--- config.mk ---
export PLATFORM = sky130hd
export DESIGN_NAME = reset_sequencer
export DESIGN_NICKNAME = d
export VERILOG_FILES = /design/src/rtl/reset_seq_pkg.sv /design/src/rtl/key_debounce.sv /design/src/rtl/reset_sequencer.sv
export SDC_FILE = /design/constraint.sdc
export NUM_CORES = 1
export LEC_CHECK = 0
export ABC_AREA = 1
export BUFFER_PORTS_ARGS = -buffer_cell sky130_fd_sc_hd__buf_2
export CORE_ASPECT_RATIO = 0.8
export CORE_MARGIN = 4
export CORE_UTILIZATION = 61
export CTS_CLUSTER_SIZE = 25
export DETAILED_ROUTE_END_ITERATION = 16
export PLACE_DENSITY = 0.86
export SLEW_MARGIN = 20
export SYNTH_ARGS = -nofsm -noshare
export SYNTH_HDL_FRONTEND = slang
export SYNTH_SLANG_ARGS = --single-unit
--- constraint.sdc ---
create_clock -name clk -period 1.95 [get_ports clk]
set_input_delay 0.39 -clock clk [delete_from_list [all_inputs] [get_ports clk]]
set_output_delay 0.39 -clock clk [all_outputs]
set_load 0.01 [all_outputs]
--- src/rtl/reset_seq_pkg.sv ---
// Shared sequencer state encoding and default timing constants.
// Latency: n/a. Backpressure: n/a. Feature macro: RESET_SEQ_KEY_EN (consumers only).
package reset_seq_pkg;

    typedef enum logic [1:0] {
        HOLD    = 2'd0,
        RELEASE = 2'd1,
        RUN     = 2'd2
    } seq_state_t;

    localparam int DEF_N_OUT       = 4;
    localparam int DEF_POR_CYCLES  = 50000;
    localparam int DEF_STEP_CYCLES = 1000;
    localparam int DEF_DEB_CYCLES  = 500000;

endpackage

--- src/rtl/key_debounce.sv ---
// Push-button synchroniser plus debouncer; built only with RESET_SEQ_KEY_EN.
// Latency: 2 sync edges + DEB_CYCLES stable edges to move dout. Backpressure: none.
module key_debounce
    import reset_seq_pkg::*;
#(
    parameter int DEB_CYCLES = DEF_DEB_CYCLES
) (
    input  logic clk,
    input  logic rst,
    input  logic din,
    output logic dout
);

    // Counter only needs to reach DEB_CYCLES-1 before dout flips.
    localparam int CW = $clog2(DEB_CYCLES);

    logic [1:0]    din_sync;
    logic [CW-1:0] cnt;

    always_ff @(posedge clk or posedge rst) begin
        if (rst) begin
            din_sync <= 2'b00;
            cnt      <= '0;
            dout     <= 1'b0;
        end else begin
            din_sync <= {din_sync[0], din};
            if (din_sync[1] == dout) begin
                cnt <= '0;
            end else if (cnt == CW'(DEB_CYCLES - 1)) begin
                dout <= din_sync[1];
                cnt  <= '0;
            end else begin
                cnt <= cnt + CW'(1);
            end
        end
    end

endmodule

--- src/rtl/reset_sequencer.sv ---
// Staggered reset release after POR hold; debounced key restarts it when RESET_SEQ_KEY_EN is defined.
// Latency: first release POR_CYCLES+2 edges after rst falls, then one per STEP_CYCLES. Backpressure: none.
module reset_sequencer
    import reset_seq_pkg::*;
#(
    parameter int N_OUT       = DEF_N_OUT,
    parameter int POR_CYCLES  = DEF_POR_CYCLES,
    parameter int STEP_CYCLES = DEF_STEP_CYCLES,
    parameter int DEB_CYCLES  = DEF_DEB_CYCLES
) (
    input  logic             clk,
    input  logic             rst,
    input  logic             key,
    output logic [N_OUT-1:0] rst_out,
    output logic             ready
);

    localparam int HW = $clog2(POR_CYCLES + 1);
    localparam int SW = $clog2(STEP_CYCLES + 1);
    localparam int IW = $clog2(N_OUT + 1);

    logic [1:0]       rel_sync;
    logic             key_deb;
    logic             held;
    seq_state_t       state, state_nxt;
    logic [HW-1:0]    hold_cnt, hold_nxt;
    logic [SW-1:0]    step_cnt, step_nxt;
    logic [IW-1:0]    idx, idx_nxt;
    logic [N_OUT-1:0] rst_out_nxt;
    logic             ready_nxt;

    always_ff @(posedge clk or posedge rst) begin
        if (rst) begin
            rel_sync <= 2'b00;
        end else begin
            rel_sync <= {rel_sync[0], 1'b1};
        end
    end

`ifdef RESET_SEQ_KEY_EN
    key_debounce #(
        .DEB_CYCLES(DEB_CYCLES)
    ) u_key_debounce (
        .clk (clk),
        .rst (rst),
        .din (key),
        .dout(key_deb)
    );
`else
    localparam int DEB_CYCLES_UNUSED = DEB_CYCLES;
    logic key_unused;
    assign key_unused = key;
    assign key_deb    = 1'b0;
`endif

    // A held key behaves like a still-asserted reset: counting resumes the edge after release.
    assign held = ~rel_sync[1] | key_deb;

    always_ff @(posedge clk or posedge rst) begin
        if (rst) begin
            state    <= HOLD;
            hold_cnt <= '0;
            step_cnt <= '0;
            idx      <= '0;
            rst_out  <= '1;
            ready    <= 1'b0;
        end else begin
            state    <= state_nxt;
            hold_cnt <= hold_nxt;
            step_cnt <= step_nxt;
            idx      <= idx_nxt;
            rst_out  <= rst_out_nxt;
            ready    <= ready_nxt;
        end
    end

    always_comb begin
        state_nxt   = state;
        hold_nxt    = hold_cnt;
        step_nxt    = step_cnt;
        idx_nxt     = idx;
        rst_out_nxt = rst_out;
        ready_nxt   = ready;

        if (held) begin
            state_nxt   = HOLD;
            hold_nxt    = '0;
            step_nxt    = '0;
            idx_nxt     = '0;
            rst_out_nxt = '1;
            ready_nxt   = 1'b0;
        end else begin
            case (state)
                HOLD: begin
                    if (hold_cnt == HW'(POR_CYCLES - 1)) begin
                        hold_nxt       = '0;
                        rst_out_nxt[0] = 1'b0;
                        if (N_OUT == 1) begin
                            ready_nxt = 1'b1;
                            state_nxt = RUN;
                        end else begin
                            idx_nxt   = IW'(1);
                            step_nxt  = '0;
                            state_nxt = RELEASE;
                        end
                    end else begin
                        hold_nxt = hold_cnt + HW'(1);
                    end
                end
                RELEASE: begin
                    if (step_cnt == SW'(STEP_CYCLES - 1)) begin
                        step_nxt = '0;
                        for (int i = 0; i < N_OUT; i++) begin
                            if (i == int'(idx)) begin
                                rst_out_nxt[i] = 1'b0;
                            end
                        end
                        if (idx == IW'(N_OUT - 1)) begin
                            ready_nxt = 1'b1;
                            state_nxt = RUN;
                        end else begin
                            idx_nxt = idx + IW'(1);
                        end
                    end else begin
                        step_nxt = step_cnt + SW'(1);
                    end
                end
                RUN: begin
                    state_nxt = RUN;
                end
                default: begin
                    state_nxt = HOLD;
                end
            endcase
        end
    end

endmodule

==> results.ini <==
[run_status]
status = finished, final reports clean

[finish]
finalInstanceArea_sq_um = 2550
antennaDiodeCount = 0
drive_above_1_share_pct = 11.2
final_nets = 341
instances_no_fill = 371
synthToLayoutAreaGrowth_pct = 11.1

[synthesis]
synthCells = 313
yosysTopAreaCell = dfrtp_1
ys_ff_latch = 38
synthFlopType = dfrtp_1
synth-async-reset-ratio_pct = 100
synth_cell_type_count = 33
synth-edff-count = 0
netlist.area_leader.share_pct = 37.1
netlist_area_sq_um = 2300
synth_area_per_cell_sq_um = 7.34
ys_seq_area_share_pct = 41.6
ys_top_cells_by_area = dfrtp_1 (37%), nand2_1 (15%), inv_1 (7.2%)
yosysWarnings = 0
synth_fp_nets = 326

[global_routing]
grt_antenna_before_repair = 0
grt_overflow = 0
grt_pass1_wl_microns = 8580
grt_max_degree = 36
grtUsageTotal_pct = 22.6
grt_pass1_vias = 1857

[sta]
min_period_over_period_pct = 90.7
drv_slew = 0
rsz0062_at_grt = no
finalSetupViolations = 0
clock_skew_ns = 0.00769
hold_violations = 0
period_needed_ns = 1.77
fmax_mhz = 565
finalSetupTns_ns = 0

[die]
fp.dieW_microns = 76.6
dieArea_sq_um = 4820
io-pin-count = 8
coreArea_sq_um = 3520
initial_utilization_pct = 65.3
die_h_microns = 62.9
rows = 19

[critical_path]
r2r_slack_ns = 0.18
r2r_end = step_cnt[5]
critPathKind = flop to flop
cp-start-kind = flop
worstRegToRegCells = 9
critPathArrivalTime_ns = 1.96
cp_max_fo = 7
r2r_start = step_cnt[0]
required_ns = 2.14
cp-end-kind = flop

[route]
drtAntennaViolNets = 0
wirelength_microns = 4860
vias = 2063
drc_errors = 0
drt_iter0_drc = 173
drt-pass1-iter-count = 4
avgRoutedWirePerCell_microns = 13.1
via_per_inst = 5.56

[flow_run]
cap_viol_max_count = 0

[power]
powerDensity_nw_per_um2 = 983
peakVddDrop_v = 0.000714
p_leak_nw = 1.23
power_mw = 2.51

[placed_design]
gp_congestion = 0.896
dp_hpwl_microns = 3470
place_area_sq_um = 2390
io_buffers = 6
dp.cells = 362

[clock_network]
htreeDepth = 2
cts_tree = yes
postCtsSetupBuffers = 0
cts_buffers = 5
clkTransAtPathRegs_ns = 0.08
clk_latency_ns = 0.30
clockBufferDepth = 2
cts.sinks = 38
ctsRootBufferMaster = clkbuf_8

[min_path]
min-delay-start = rel_sync[0]
hold_end = rel_sync[1]
hold_depth = 0
holdCritPathClass = flop to flop

-- through the flow --
step                      hold WS [ns]  util [%]  setup slack [ns]
after floorplan                  0.331         -             0.420
after global placement           0.261      68.1             0.182
after detailed placement         0.262      68.1             0.137
after CTS                        0.354      72.4             0.106
after global routing             0.366      72.5           0.00369
final                            0.352      72.5             0.181
-- Yosys cell counts, types with 2 or more instances --
| cell | number |
|---|---|
| o21ai_0 | 25 |
| nor2_1 | 24 |
| o21bai_1 | 2 |
| dfstp_2 | 4 |
| nand4_1 | 10 |
| o21ai_1 | 8 |
| nand3_1 | 29 |
| inv_2 | 2 |
| nand2_1 | 89 |
| nor3_1 | 3 |
| a21oi_1 | 3 |
| xor2_1 | 2 |
| ha_1 | 10 |
| o22ai_1 | 2 |
| nand3_2 | 3 |
| dfrtp_1 | 34 |
| buf_2 | 2 |
| a31oi_1 | 3 |
| inv_1 | 44 |
-- critical path, stage by stage (launching register included) --
cell and delay [ns]:
dfrtp_1 0.44, ha_1 0.22, nand3_1 0.10, nand3b_1 0.35, nand3_2 0.22, inv_1 0.10
nand2_1 0.07, nand2_1 0.05, nand2_1 0.09, inv_1 0.04
-- cell families after synthesis --
logic type	synth area share (%)
compound gates	11.1
simple gates	31.8
xor+xnor	1.14
flops	41.6
other cells	0.163
fa+ha+maj	5.45
buf+inv	8.77
-- how the worst max path moves through the flow --
stage	cells past startpoint	slack, ns	end	from
after floorplan	9	0.42	idx[0]	state[1]
after global placement	8	0.18	step_cnt[1]	hold_cnt[0]
after detailed placement	8	0.14	step_cnt[1]	hold_cnt[0]
after CTS	7	0.11	step_cnt[1]	hold_cnt[0]
after global routing	6	0.004	hold_cnt[8]	state[1]
final	9	0.18	step_cnt[5]	step_cnt[0]
-- flip-flops by register name (all words and copies together) (netlist names) --
name	cells
hold_cnt	16
idx	3
ready	1
rel_sync	2
rst_out	4
state	2
step_cnt	10
-- layer usage --
metal / vias to the layer above / GRT usage (%) / routed length [microns]
met5: - / 0 / 0
met4: 0 / 9.73 / 125
met3: 17 / 4.61 / 307
met2: 71 / 34.1 / 2170
met1: 938 / 31.5 / 2260
li1: 1037 / - / -
-- timing repair --
| action | 4_1_cts | 5_1_grt |
|---|---|---|
| resized for setup | 0 | 2 |
| hold endpoints to repair | 3 | 0 |
| endpoints found under the setup margin | 0 | 9 |
| hold buffers | 1 | 0 |
-- power by group --
part           leakage (nW)  switching, mW  total [mW]  internal (mW)
clock network        0.0714          0.279       0.824          0.545
logic                 0.651          0.496       0.730          0.234
registers             0.506         0.0735       0.953          0.879
total                  1.23          0.848        2.51           1.66
-- layout by cell type, fill, tap and decap left out, drive strengths merged, types with 3 or more instances in the layout --
cell type,Yosys,layout
nand2,90,90
nand3,32,32
a31oi,3,3
clkbuf,1,6
buf,4,12
dfrtp,34,34
ha,10,10
nor3,4,4
nor2,25,25
dfstp,4,4
inv,46,46
nand4,10,10
o21ai,33,33
a21oi,4,4
-- area by class of cell --
type / instances / area (sq um)
clock buffers: 6 / 82.6
clock inverters: 2 / 60.1
fillers: 278 / 968
inverters: 46 / 173
multi-input cells: 224 / 1140
flip-flops and latches: 38 / 956
well taps: 42 / 52.6
repair buffers: 13 / 85.1
Note: power is estimated with default switching activity, not from simulation.
